$ cat src/rtl/riscv_fetch_pkg.sv
// Shared fetch-side types and constants for the instruction prefetch path.
package riscv_fetch_pkg;

    localparam int XLEN = 32;
    localparam int ILEN = 32;

    localparam logic [ILEN-1:0] INSTR_NOP        = 32'h0000_0013;
    localparam logic [XLEN-1:0] DEFAULT_RESET_PC = 32'h0000_0000;

    typedef struct packed {
        logic [XLEN-1:0] pc;
        logic [ILEN-1:0] instr;
    } fetch_entry_t;

    // Fetch addresses are always word aligned.
    function automatic logic [XLEN-1:0] word_align(input logic [XLEN-1:0] addr);
        return {addr[XLEN-1:2], 2'b00};
    endfunction

endpackage

$ cat src/rtl/instr_prefetch_queue_chk.sv
// Invariant checks for the prefetch queue counters and FIFOs.
module instr_prefetch_queue_chk #(
    parameter int DEPTH = 4,
    localparam int CW   = $clog2(DEPTH + 1)
) (
    input logic          clk,
    input logic          rst,
    input logic          push,
    input logic [CW-1:0] occ,
    input logic          rsp_valid,
    input logic [CW-1:0] live_cnt,
    input logic [CW-1:0] drop_cnt,
    input logic [CW-1:0] tag_occ
);

    a_push_not_full: assert property (@(posedge clk) disable iff (!rst)
        push |-> (occ < CW'(DEPTH)));

    a_rsp_expected: assert property (@(posedge clk) disable iff (!rst)
        rsp_valid |-> ((live_cnt != {CW{1'b0}}) || (drop_cnt != {CW{1'b0}})));

    a_tags_track_live: assert property (@(posedge clk) disable iff (!rst)
        tag_occ == live_cnt);

endmodule

$ cat src/rtl/sync_fifo.sv
// Small synchronous FIFO with flush; head reads as zero while empty.
module sync_fifo #(
    parameter int WIDTH = 32,
    parameter int DEPTH = 4,
    localparam int CW   = $clog2(DEPTH + 1),
    localparam int PW   = $clog2(DEPTH)
) (
    input  logic             clk,
    input  logic             rst,
    input  logic             flush,
    input  logic             push,
    input  logic [WIDTH-1:0] push_data,
    input  logic             pop,
    output logic [CW-1:0]    occ,
    output logic [WIDTH-1:0] head
);

    logic [WIDTH-1:0] mem_q [DEPTH];
    logic [WIDTH-1:0] mem_d [DEPTH];
    logic [PW-1:0]    rd_ptr_q, rd_ptr_d;
    logic [PW-1:0]    wr_ptr_q, wr_ptr_d;
    logic [CW-1:0]    occ_q, occ_d;
    logic             do_push_s;
    logic             do_pop_s;

    assign do_pop_s  = pop && (occ_q != {CW{1'b0}});
    assign do_push_s = push && (occ_q != CW'(DEPTH));

    // Next-state for storage, pointers and occupancy; flush wins over push/pop.
    always_comb begin
        mem_d    = mem_q;
        rd_ptr_d = rd_ptr_q;
        wr_ptr_d = wr_ptr_q;
        occ_d    = occ_q;
        if (flush) begin
            rd_ptr_d = {PW{1'b0}};
            wr_ptr_d = {PW{1'b0}};
            occ_d    = {CW{1'b0}};
        end else begin
            if (do_push_s) begin
                mem_d[wr_ptr_q] = push_data;
                wr_ptr_d        = wr_ptr_q + PW'(1);
            end else begin
                wr_ptr_d = wr_ptr_q;
            end
            if (do_pop_s) begin
                rd_ptr_d = rd_ptr_q + PW'(1);
            end else begin
                rd_ptr_d = rd_ptr_q;
            end
            occ_d = occ_q + CW'(do_push_s) - CW'(do_pop_s);
        end
    end

    // State register with synchronous active-low reset.
    always_ff @(posedge clk) begin
        if (!rst) begin
            mem_q    <= '{default: '0};
            rd_ptr_q <= {PW{1'b0}};
            wr_ptr_q <= {PW{1'b0}};
            occ_q    <= {CW{1'b0}};
        end else begin
            mem_q    <= mem_d;
            rd_ptr_q <= rd_ptr_d;
            wr_ptr_q <= wr_ptr_d;
            occ_q    <= occ_d;
        end
    end

    assign occ  = occ_q;
    assign head = (occ_q != {CW{1'b0}}) ? mem_q[rd_ptr_q] : {WIDTH{1'b0}};

endmodule

$ cat src/rtl/instr_prefetch_queue.sv
// Instruction prefetch queue: issues word fetches, queues responses in order
// with their PC, and flushes/discards stale responses on a redirect.
module instr_prefetch_queue
    import riscv_fetch_pkg::*;
#(
    parameter int              DEPTH    = 4,
    parameter logic [XLEN-1:0] RESET_PC = DEFAULT_RESET_PC
) (
    input  logic            clk,
    input  logic            rst,
    output logic            imem_req_valid,
    input  logic            imem_req_ready,
    output logic [XLEN-1:0] imem_req_addr,
    input  logic            imem_rsp_valid,
    input  logic [ILEN-1:0] imem_rsp_data,
    input  logic            redirect_valid,
    input  logic [XLEN-1:0] redirect_pc,
    output logic            instr_valid,
    input  logic            instr_ready,
    output logic [ILEN-1:0] instr_code,
    output logic [XLEN-1:0] instr_pc,
    output logic [XLEN-1:0] instr_pc_4
);

    localparam int CW = $clog2(DEPTH + 1);
    localparam int SW = CW + 2;
    localparam int EW = $bits(fetch_entry_t);

    logic [XLEN-1:0] fetch_pc_q, fetch_pc_d;
    logic [CW-1:0]   live_cnt_q, live_cnt_d;
    logic [CW-1:0]   drop_cnt_q, drop_cnt_d;

    logic [CW-1:0]   occ_s;
    logic [CW-1:0]   tag_occ_s;
    logic [XLEN-1:0] tag_head_s;
    logic [EW-1:0]   head_bits_s;
    fetch_entry_t    head_s;
    fetch_entry_t    rsp_entry_s;
    logic [SW-1:0]   inflight_s;
    logic [SW-1:0]   outstanding_s;
    logic            accept_s;
    logic            keep_s;
    logic            drop_rsp_s;
    logic            pop_s;

    // Queue slots are reserved at issue time so a response always finds room.
    assign inflight_s    = SW'(occ_s) + SW'(live_cnt_q) + SW'(drop_cnt_q);
    assign outstanding_s = SW'(live_cnt_q) + SW'(drop_cnt_q);

    assign imem_req_valid = rst && !redirect_valid && (inflight_s < SW'(DEPTH));
    assign imem_req_addr  = word_align(fetch_pc_q);
    assign accept_s       = imem_req_valid && imem_req_ready;

    assign drop_rsp_s = imem_rsp_valid && (drop_cnt_q != {CW{1'b0}});
    assign keep_s     = imem_rsp_valid && !redirect_valid
                        && (drop_cnt_q == {CW{1'b0}}) && (live_cnt_q != {CW{1'b0}});
    assign pop_s      = instr_valid && instr_ready && !redirect_valid;

    assign rsp_entry_s = {tag_head_s, imem_rsp_data};

    // Fetch PC and in-flight accounting; a redirect converts live requests into drops.
    always_comb begin
        fetch_pc_d = fetch_pc_q;
        live_cnt_d = live_cnt_q;
        drop_cnt_d = drop_cnt_q;
        if (redirect_valid) begin
            fetch_pc_d = word_align(redirect_pc);
            live_cnt_d = {CW{1'b0}};
            if (imem_rsp_valid && (outstanding_s != {SW{1'b0}})) begin
                drop_cnt_d = drop_cnt_q + live_cnt_q - CW'(1);
            end else begin
                drop_cnt_d = drop_cnt_q + live_cnt_q;
            end
        end else begin
            if (accept_s) begin
                fetch_pc_d = fetch_pc_q + 32'd4;
            end else begin
                fetch_pc_d = fetch_pc_q;
            end
            live_cnt_d = live_cnt_q + CW'(accept_s) - CW'(keep_s);
            if (drop_rsp_s) begin
                drop_cnt_d = drop_cnt_q - CW'(1);
            end else begin
                drop_cnt_d = drop_cnt_q;
            end
        end
    end

    // Fetch state register with synchronous active-low reset.
    always_ff @(posedge clk) begin
        if (!rst) begin
            fetch_pc_q <= RESET_PC;
            live_cnt_q <= {CW{1'b0}};
            drop_cnt_q <= {CW{1'b0}};
        end else begin
            fetch_pc_q <= fetch_pc_d;
            live_cnt_q <= live_cnt_d;
            drop_cnt_q <= drop_cnt_d;
        end
    end

    // PC of every live request, oldest first; popped as its response is kept.
    sync_fifo #(
        .WIDTH (XLEN),
        .DEPTH (DEPTH)
    ) u_tag_fifo (
        .clk       (clk),
        .rst       (rst),
        .flush     (redirect_valid),
        .push      (accept_s),
        .push_data (imem_req_addr),
        .pop       (keep_s),
        .occ       (tag_occ_s),
        .head      (tag_head_s)
    );

    sync_fifo #(
        .WIDTH (EW),
        .DEPTH (DEPTH)
    ) u_entry_fifo (
        .clk       (clk),
        .rst       (rst),
        .flush     (redirect_valid),
        .push      (keep_s),
        .push_data (rsp_entry_s),
        .pop       (pop_s),
        .occ       (occ_s),
        .head      (head_bits_s)
    );

    assign head_s      = fetch_entry_t'(head_bits_s);
    assign instr_valid = (occ_s != {CW{1'b0}});
    assign instr_code  = head_s.instr;
    assign instr_pc    = head_s.pc;
    assign instr_pc_4  = instr_valid ? (head_s.pc + 32'd4) : {XLEN{1'b0}};

    instr_prefetch_queue_chk #(
        .DEPTH (DEPTH)
    ) u_chk (
        .clk       (clk),
        .rst       (rst),
        .push      (keep_s),
        .occ       (occ_s),
        .rsp_valid (imem_rsp_valid),
        .live_cnt  (live_cnt_q),
        .drop_cnt  (drop_cnt_q),
        .tag_occ   (tag_occ_s)
    );

endmodule

$ cat config.mk
export PLATFORM = sky130hd
export DESIGN_NAME = instr_prefetch_queue
export DESIGN_NICKNAME = d
export VERILOG_FILES = /design/src/rtl/riscv_fetch_pkg.sv /design/src/rtl/instr_prefetch_queue_chk.sv /design/src/rtl/sync_fifo.sv /design/src/rtl/instr_prefetch_queue.sv
export SDC_FILE = /design/constraint.sdc
export NUM_CORES = 1
export LEC_CHECK = 0
export CAP_MARGIN = 10
export CORE_MARGIN = 2
export CORE_UTILIZATION = 40
export CTS_CLUSTER_DIAMETER = 60
export DETAILED_ROUTE_END_ITERATION = 7
export MAX_ROUTING_LAYER = met4
export SLEW_MARGIN = 20
export SYNTH_ARGS = -nofsm -noshare
export SYNTH_HDL_FRONTEND = slang
export SYNTH_SLANG_ARGS = --single-unit
$ cat constraint.sdc
create_clock -name clk -period 11.28 [get_ports clk]
set_input_delay 1.128 -clock clk [delete_from_list [all_inputs] [get_ports clk]]
set_output_delay 1.128 -clock clk [all_outputs]
set_load 0.01 [all_outputs]
==> results by group, run 1 <==
Status
  • Status: finished clean

STA
  • Max_slew headroom: 31.6%
  • Fmax: 177 MHz
  • Hold Violations, Final: 0
  • Final setup vio count: 0
  • Unrepaired setup endpoints after global routing: no
  • TNS Setup: 0 ps
  • Tightest Pin Transition: 1020 ps
  • Final period util: 50.2%
  • Final min period: 5660 ps
  • Clk_skew: 16.2 ps
  • Pins over their slew limit: 0

CTS
  • CTS root buf: clkbuf_16
  • Max H-tree Level: 2
  • Setup bufs post-CTS: 0
  • Num Clock Sinks: 418
  • Clock Latency Late Sink: 590 ps
  • TritonCTS Buffers: 50
  • Cts repair resizes: 0
  • Max Root-Sink Buffers: 3
  • Cts-stage hold buffer count: 0
  • Worst-path clk slew: 60 ps
  • Clock tree from TritonCTS: built

Routing
  • Drt drc: 0
  • Post-DRT Antenna Nets: 0
  • Wire per inst: 18.8 um
  • Total Wirelength: 58700 um
  • Drt pass-1 iters: 5
  • Vias: 17.5k
  • DRT iter0 DRCs: 1593
  • Via-to-Cell Ratio: 5.58

Worst setup path
  • Crit path max-delay family: buffers and inverters
  • CP arrival: 4530 ps
  • Crit Path Class: flop to primary output
  • Worst Setup SP: u_entry_fifo.rd_ptr_q[0]
  • Crit path capture type: primary output
  • CP required: 10150 ps
  • Cells along the critical path: buf_4, mux4_2, nand2_1, nor3_2, nand4_2, or4_1, a21oi_1, clkdlybuf4s50_1
  • Crit Reg-Reg Startpoint: live_cnt_q[1]
  • Bufs and invs on worst path: 2
  • Worst-path maximum fanout: 50
  • Max incr delay on CP: 810 ps
  • Critical Path Start Type: flop
  • CP max stage cell: buf_4

Logic synthesis
  • Mean Syn Cell Area: 8.31 um2
  • Predominant post-synthesis flop cell: dfxtp_1
  • Synth area leader: dfxtp_1
  • Most frequent cells after synthesis: nand2_1 (564), dfxtp_1 (418), a21oi_1 (407)
  • Cell area after synthesis: 0.0197 mm2
  • Top cell type's share of synthesized area: 42.5%
  • Post-synthesis sequential area ratio: 42.5%
  • Synth Warn #: 0
  • Most common cell in the netlist: nand2_1
  • Post-synth EDFFs: 0
  • Cells after synthesis: 2371
  • Post-synth ARST share: 0%
  • Seq cells post-synth: 418
  • Synth cell types: 67
  • Synth area leaders: dfxtp_1 (42%), nand2_1 (11%), a21oi_1 (10%)

Floorplanning
  • Die area: 0.0511 mm2
  • Initial Util: 40.4%
  • Core Rows: 81
  • CORE AREA: 0.0487 mm2
  • I/O pin count: 200
  • Die Ht: 226 um
  • Die W: 226 um

Power and ir drop
  • Power Density: 139 mW/mm2
  • VDD IR max: 0.0996 mV
  • Leakage Power: 0.00735 uW

Placement
  • Inst Count DP: 3041
  • GPL Wtd Cong: 0.809
  • Post-place instance area: 0.0218 mm2
  • PortBufs: 191
  • DP HPWL: 34900 um

Hold path
  • Hold WC Path Type: flop to flop
  • Min-delay src: u_entry_fifo.mem_q[227]

Layout
  • Syn-to-layout area delta: 18.8%
  • Fraction of layout cells with a size suffix above 1: 9.00%
  • Final core occ: 48.0%
  • Post-Layout Cell Count: 3130
  • Diode count: 0
  • Filler cell count in the final layout: 4738
  • Design area: 0.0234 mm2
  • Final nets: 2529

GRT
  • GR Overflow Total: 0
  • First-pass GRT wire length: 92000 um
  • Largest net degree at the start of global routing: 200
  • GRT Total Usage: 23.4%
  • Initial antenna violation count: 1
  • Vias in the first global route: 16.6k

Flow run
  • # Max-Cap Violations: 0
## worst reg2reg max path: cells and delay by family (launching register included)
| family | cells | cell delay (ps) |
|---|---|---|
| adders and majority gates | 5 | 1850 |
| AOI/OAI and AO/OA | 2 | 860 |
| and+or+nand+nor | 3 | 420 |
| buffers and inverters | 4 | 590 |
| xor gates and xnor gates | 2 | 320 |
| DFF | 1 | 420 |
## placed cells by master (no fill, tap or decap), types with 4 or more instances in the layout
cell type	count
clkbuf_16	51
inv_6	5
nand4_1	8
dfxtp_1	415
fa_1	7
xor2_1	13
nor2_1	68
a31oi_1	10
o211ai_1	5
and2_1	64
buf_4	21
or3_1	10
nor3_1	14
clkbuf_8	7
mux2i_1	5
and3_1	7
nand2_4	4
clkinv_2	6
and2_4	4
nand3_1	264
clkdlybuf4s50_1	191
a21oi_1	407
conb_1	6
a211oi_1	4
xnor2_1	29
o21ai_0	23
mux4_1	4
inv_1	47
mux4_2	90
clkbuf_1	13
nor4_1	7
ha_1	22
nand2_1	560
## metal layers
metal / global-route usage (%) / up-vias / routed length [um] / share of wire, %
li1: - / 8258 / - / -
met1: 31.2 / 8466 / 26400 / 45
met2: 36.7 / 647 / 27000 / 46
met3: 3.92 / 94 / 4030 / 6.9
met4: 6.77 / 0 / 1280 / 2.2
met5: - / - / 0 / 0
## layout make-up
class                           instances  area (um2)  share of cell area (%)
Tap cell                              664         831                    3.55
Inverter                               52         210                   0.898
Timing Repair Buffer                  213        2090                    8.92
Sequential cell                       418        8370                    35.8
Clock buffer                           71        1420                    6.07
Multi-Input combinational cell       1694       10300                    43.9
Clock inverter                         18         199                   0.850
## registers in the layout, indices dropped and copies added, names as in the netlist
register,cells
u_entry_fifo.wr_ptr_q,2
u_tag_fifo.mem_q,120
live_cnt_q,3
u_entry_fifo.occ,3
fetch_pc_q,30
u_tag_fifo.occ,3
u_entry_fifo.rd_ptr_q,2
u_tag_fifo.wr_ptr_q,2
drop_cnt_q,3
u_tag_fifo.rd_ptr_q,2
u_entry_fifo.mem_q,248
## kinds of logic (layout without fill, tap and decap cells)
group	after synthesis	count (layout)	share of synthesized area [%]
AND/OR/NAND/NOR	1037	1037	23.6
AO/OA/AOI/OAI	476	476	12.8
flip-flops	418	418	42.5
buffers and inverters	264	354	5.71
multiplexers	103	103	11.4
XOR/XNOR	42	42	1.87
adder cells (fa/ha/maj)	30	30	2.17
other	1	6	0.0190
## power by group
group	switching (uW)	internal, uW
clock	645	948
combinational	95.2	62.4
sequential	24.8	1490
total	765	2500
## metrics by stage
stage               hold WS, ps  setup WS, ps  power [uW]
global placement            438          6000        1700
CTS                         452          5530        3300
detailed placement          444          5980        1700
finish                      451          5620        3260
floorplan                   432          7320        1630
global route                464          5260        3380
## path summary, 6_finish.rpt
| kind | to | cells after the start | slack (ps) |
|---|---|---|---|
| max | instr_pc_4[30] | 8 | 5620 |
| min | u_entry_fifo.mem_q[227] | 2 | 450 |
| max reg2reg | live_cnt_q[2] | 16 | 6710 |
| min reg2reg | u_entry_fifo.mem_q[227] | 2 | 450 |
No activity file was read; power rests on OpenSTA's default activity.
==> run 2: changes to the inputs <==
Clock period 11.28 ns to 5.7 ns, I/O delays scaled along.
==> results by group, run 2 (same netlist as run 1, synthesis figures left out) <==
Status
  • Status: finished clean

Floorplanning
  • Die Ht: 226 um
  • CORE AREA: 0.0487 mm2
  • Die area: 0.0511 mm2
  • Die W: 226 um
  • I/O pin count: 200
  • Core Rows: 81
  • Initial Util: 40.4%

Routing
  • Via-to-Cell Ratio: 5.54
  • Wire per inst: 18.6 um
  • Drt pass-1 iters: 5
  • Total Wirelength: 58400 um
  • Post-DRT Antenna Nets: 0
  • Drt drc: 0
  • Vias: 17.4k
  • DRT iter0 DRCs: 1396

GRT
  • Vias in the first global route: 16.7k
  • GRT Total Usage: 23.3%
  • GR Overflow Total: 0
  • Largest net degree at the start of global routing: 146
  • First-pass GRT wire length: 91700 um
  • Initial antenna violation count: 3

Power and ir drop
  • Pwr Total: 6300 uW
  • VDD IR max: 0.171 mV
  • Power Density: 269 mW/mm2
  • Leakage Power: 0.00739 uW

CTS
  • Worst-path clk slew: 60 ps
  • Max Root-Sink Buffers: 3
  • Clock Latency Late Sink: 590 ps
  • Max H-tree Level: 2
  • Num Clock Sinks: 418
  • Cts repair resizes: 0
  • Cts-stage hold buffer count: 0
  • Clock tree from TritonCTS: built
  • CTS root buf: clkbuf_16
  • TritonCTS Buffers: 47
  • Setup bufs post-CTS: 0

STA
  • Hold_ws: 451 ps
  • Hold Violations, Final: 0
  • Fmax: 211 MHz
  • TNS Setup: 0 ps
  • Unrepaired setup endpoints after global routing: no
  • Clk_skew: 18.9 ps
  • Final min period: 4730 ps
  • Final setup vio count: 0
  • Pins over their slew limit: 0
  • Tightest Pin Transition: 1070 ps
  • Final period util: 83.0%
  • Max_slew headroom: 28.1%

Placement
  • DP HPWL: 36200 um
  • GPL Wtd Cong: 0.840
  • PortBufs: 191

Layout
  • Commonest non-fill, non-tap cell in the layout: nand2_1
  • Register name with the most flops: u_entry_fifo.mem_q
  • Max reg flops: 248
  • Commonest cells after routing, fill and taps aside: nand2_1 (560), dfxtp_1 (415), a21oi_1 (407), nand3_1 (264), clkdlybuf4s50_1 (191)
  • Diode count: 0
  • Syn-to-layout area delta: 18.9%
  • Final core occ: 48.1%
  • Largest regs: u_entry_fifo.mem_q x248, u_tag_fifo.mem_q x120, fetch_pc_q x30
  • Fraction of layout cells with a size suffix above 1: 9.52%
  • Final nets: 2543

Worst setup path
  • CP arrival: 4160 ps
  • Crit path capture type: primary output
  • R2R Setup Slk: 1580 ps
  • Crit Reg-Reg Startpoint: live_cnt_q[2]
  • Worst r2r path cells: 17
  • FF-to-FF End: live_cnt_q[2]
  • CP required: 5130 ps
  • Worst-path maximum fanout: 36
  • Crit Path Class: flop to primary output
  • Critical Path Start Type: flop

Hold path
  • Worst Hold Depth: 2
  • Min-delay src: u_tag_fifo.mem_q[3]
  • Hold EP: u_tag_fifo.mem_q[3]
  • Hold WC Path Type: flop to flop

Flow run
  • # Max-Cap Violations: 0
run 2: changes by cell type in the layout (fill, tap and decap cells not counted), sizes merged:
cell and delta:
buf +17, bufinv -2, clkbuf +1, inv -2
run 2: where the power goes:
part	total, uW	switching [uW]	internal (uW)
clock network	2990	1230	1750
logic	316	189	127
registers	2990	50.8	2940
run 2: worst max-delay path by stage:
stage	startpoint	endpoint	cells past startpoint
floorplan	live_cnt_q[1]	live_cnt_q[2]	17
global placement	u_entry_fifo.rd_ptr_q[0]	instr_pc_4[20]	9
detailed placement	redirect_valid	u_entry_fifo.mem_q[232]	7
CTS	u_entry_fifo.rd_ptr_q[0]	instr_pc_4[20]	9
global route	u_entry_fifo.rd_ptr_q[0]	instr_pc_4[20]	9
finish	u_entry_fifo.rd_ptr_q[1]	instr_pc_4[31]	7
run 2: stage by stage:
step	instance area, um2	setup WS (ps)	instances
after floorplan	19700	1820	2376
after global placement	21900	1540	3058
after detailed placement	21900	1480	3058
after CTS	23400	868	3144
after global routing	23400	700	3144
final	23400	966	3144
run 2: layout make-up:
cell class                      instances  area, um2
Fill cell                            4606      25300
Timing Repair Buffer                  230       2210
Tap cell                              664        831
Inverter                               52        205
Clock buffer                           72       1410
Multi-Input combinational cell       1694      10300
Clock inverter                         14        123
Sequential cell                       418       8370
run 2: layer usage:
layer / vias to the layer above / global-route usage [%] / wire length (um)
met5: - / - / 0
met4: 0 / 5.68 / 960
met3: 78 / 3.71 / 4250
met2: 665 / 37.2 / 27200
met1: 8371 / 31.0 / 26000
li1: 8301 / - / -
run 2: critical path, stage by stage (launching register included):
cell             delay [ps]
dfxtp_2                 660
buf_4                   590
mux4_2                  650
nor3_2                  310
nand4_2                 220
or3_1                   420
a21oi_1                 160
clkdlybuf4s50_1         550
==> run 3: changes to the inputs <==
Clock period 5.7 ns to 3.9 ns, I/O delays scaled along.
==> results by group, run 3 (same netlist as run 1, synthesis figures left out) <==
STA
  • Final min period: 3830 ps
  • Pins over their slew limit: 0
  • Fmax: 261 MHz
  • Clk_skew: 22.5 ps
  • TNS Setup: 0 ps
  • Tightest Pin Transition: 978 ps
  • Hold Violations, Final: 0
  • Max_slew headroom: 34.8%
  • Final setup vio count: 0
  • Unrepaired setup endpoints after global routing: yes
  • Final period util: 98.2%

CTS
  • Max Root-Sink Buffers: 3
  • Worst-path clk slew: 60 ps
  • Num Clock Sinks: 418
  • Max H-tree Level: 2
  • CTS root buf: clkbuf_16
  • TritonCTS Buffers: 48
  • Clock Latency Late Sink: 590 ps
  • Clock tree from TritonCTS: built

Placement
  • PortBufs: 191
  • Inst Count DP: 3085
  • DP HPWL: 37100 um
  • GPL Wtd Cong: 0.820

Worst setup path
  • Crit path top cell by count: buf_4
  • Crit Path Class: flop to primary output
  • CP max stage cell: mux4_2
  • Cells along the critical path: buf_4, mux4_2, nand2_1, nor4_4, buf_4, buf_4, nand2_1, nor2_1, mux2_1, clkdlybuf4s50_1
  • Worst-path maximum fanout: 8
  • Critical Path Start Type: flop
  • Crit path max-delay family: buffers and inverters
  • Crit path capture type: primary output
  • CP arrival: 3440 ps
  • Bufs and invs on worst path: 4
  • CP required: 3510 ps
  • Max incr delay on CP: 620 ps

Layout
  • Commonest cells after routing, fill and taps aside: nand2_1 (559), dfxtp_1 (413), a21oi_1 (406), nand3_1 (264), clkdlybuf4s50_1 (179)
  • Commonest non-fill, non-tap cell in the layout: nand2_1
  • Fraction of layout cells with a size suffix above 1: 11.4%
  • Final core occ: 49.3%
  • Register name with the most flops: u_entry_fifo.mem_q
  • Syn-to-layout area delta: 22.1%
  • Largest regs: u_entry_fifo.mem_q x248, u_tag_fifo.mem_q x120, fetch_pc_q x30
  • Post-Layout Cell Count: 3183
  • Final nets: 2583
  • Max reg flops: 248

Power and ir drop
  • Power Density: 397 mW/mm2
  • VDD IR max: 0.266 mV
  • Internal: 7350 uW
  • Switching part of the total: 22.9%
  • Net Switching: 2190 uW
  • Leakage Power: 0.00785 uW
  • Clock share of power: 49.1%
  • Gate power share: 5.2%
  • Sequential share of power: 45.7%
  • Pwr Total: 9540 uW

Routing
  • Drt pass-1 iters: 6
  • Post-DRT Antenna Nets: 0
  • Wire per inst: 18.7 um
  • Drt drc: 0
  • Via-to-Cell Ratio: 5.56
  • Total Wirelength: 59500 um
  • Vias: 17.7k
  • DRT iter0 DRCs: 1786

GRT
  • GRT Total Usage: 23.6%
  • First-pass GRT wire length: 92600 um
  • Vias in the first global route: 16.6k
  • Initial antenna violation count: 1
  • GR Overflow Total: 0
  • Largest net degree at the start of global routing: 153

Floorplanning
  • Core Rows: 81
  • Die W: 226 um
  • Die area: 0.0511 mm2
  • Initial Util: 40.4%
  • CORE AREA: 0.0487 mm2
  • Die Ht: 226 um
  • I/O pin count: 200

Flow run
  • # Max-Cap Violations: 0

Status
  • Status: finished clean

Hold path
  • Hold WC Path Type: primary input to flop
-- run 3: changes by cell type in the layout (fill, tap and decap cells not counted), sizes merged --
cell	previous run	this run
buf	39	78
clkdlybuf4s50	191	179
dlymetal6s2s	0	10
bufinv	1	5
clkbuf	72	70
clkinvlp	2	0
diode	0	1
dlygate4sd2	0	1
-- run 3: stage by stage --
step                      worst slack, ps  hold slack [ps]  area, um2
after floorplan                      24.7              432      19700
after global placement                198              437      22200
after detailed placement              162              443      22200
after CTS                           -79.1              340      23900
after global routing                -42.7              377      24100
final                                71.4              371      24100
-- run 3: power groups by stage --
| stage | clock network, uW | registers (uW) | logic [uW] |
|---|---|---|---|
| 6_report | 4680 | 4360 | 495 |
| 5_1_grt | 4940 | 4360 | 541 |
| 4_1_cts | 4780 | 4360 | 492 |
| 3_5_place_dp | 0 | 4450 | 488 |
| 3_3_place_gp | 0 | 4450 | 484 |
| 2_1_floorplan | 0 | 4430 | 274 |
-- run 3: per-layer routing --
metal	GRT usage, %	part of all wire (%)	up-vias
li1	-	-	8375
met1	31.3	44	8545
met2	37.3	47	699
met3	4.12	7.7	75
met4	5.94	1.6	0
met5	-	0	-
-- run 3: cell type report --
| class | count | area, um2 |
|---|---|---|
| Timing Repair Buffer | 269 | 2690 |
| Multi-Input combinational cell | 1694 | 10300 |
| Sequential cell | 418 | 8380 |
| Clock buffer | 69 | 1410 |
| Antenna cell | 1 | 2.50 |
| Inverter | 52 | 205 |
| Clock inverter | 16 | 239 |
| Tap cell | 664 | 831 |
| Fill cell | 4648 | 24700 |
-- run 3: final timing paths --
path | start | end | slack [ps] | depth (start not counted)
worst max register to register | live_cnt_q[2] | live_cnt_q[2] | 240 | 16
worst min register to register | u_tag_fifo.mem_q[124] | u_tag_fifo.mem_q[124] | 450 | 2
worst min-delay path | redirect_pc[22] | fetch_pc_q[22] | 370 | 3
worst max-delay path | u_entry_fifo.rd_ptr_q[0] | instr_pc_4[19] | 70 | 10
-- run 3: worst reg2reg max path: cells and delay by family (launching register included) --
| kind | cells | cell delay [ps] |
|---|---|---|
| xor gates and xnor gates | 2 | 330 |
| adders and majority gates | 5 | 1820 |
| and+or+nand+nor | 2 | 210 |
| DFF | 1 | 430 |
| AOI/OAI and AO/OA | 2 | 390 |
| buffers and inverters | 5 | 330 |
-- run 3: repair_timing --
action                                  CTS  global route
endpoints found under the setup margin   14            16
hold buffers                              0             0
cloned                                    0             0
setup buffers                             7             5
gates resized for setup                  11            23
pin swaps                                 2             3
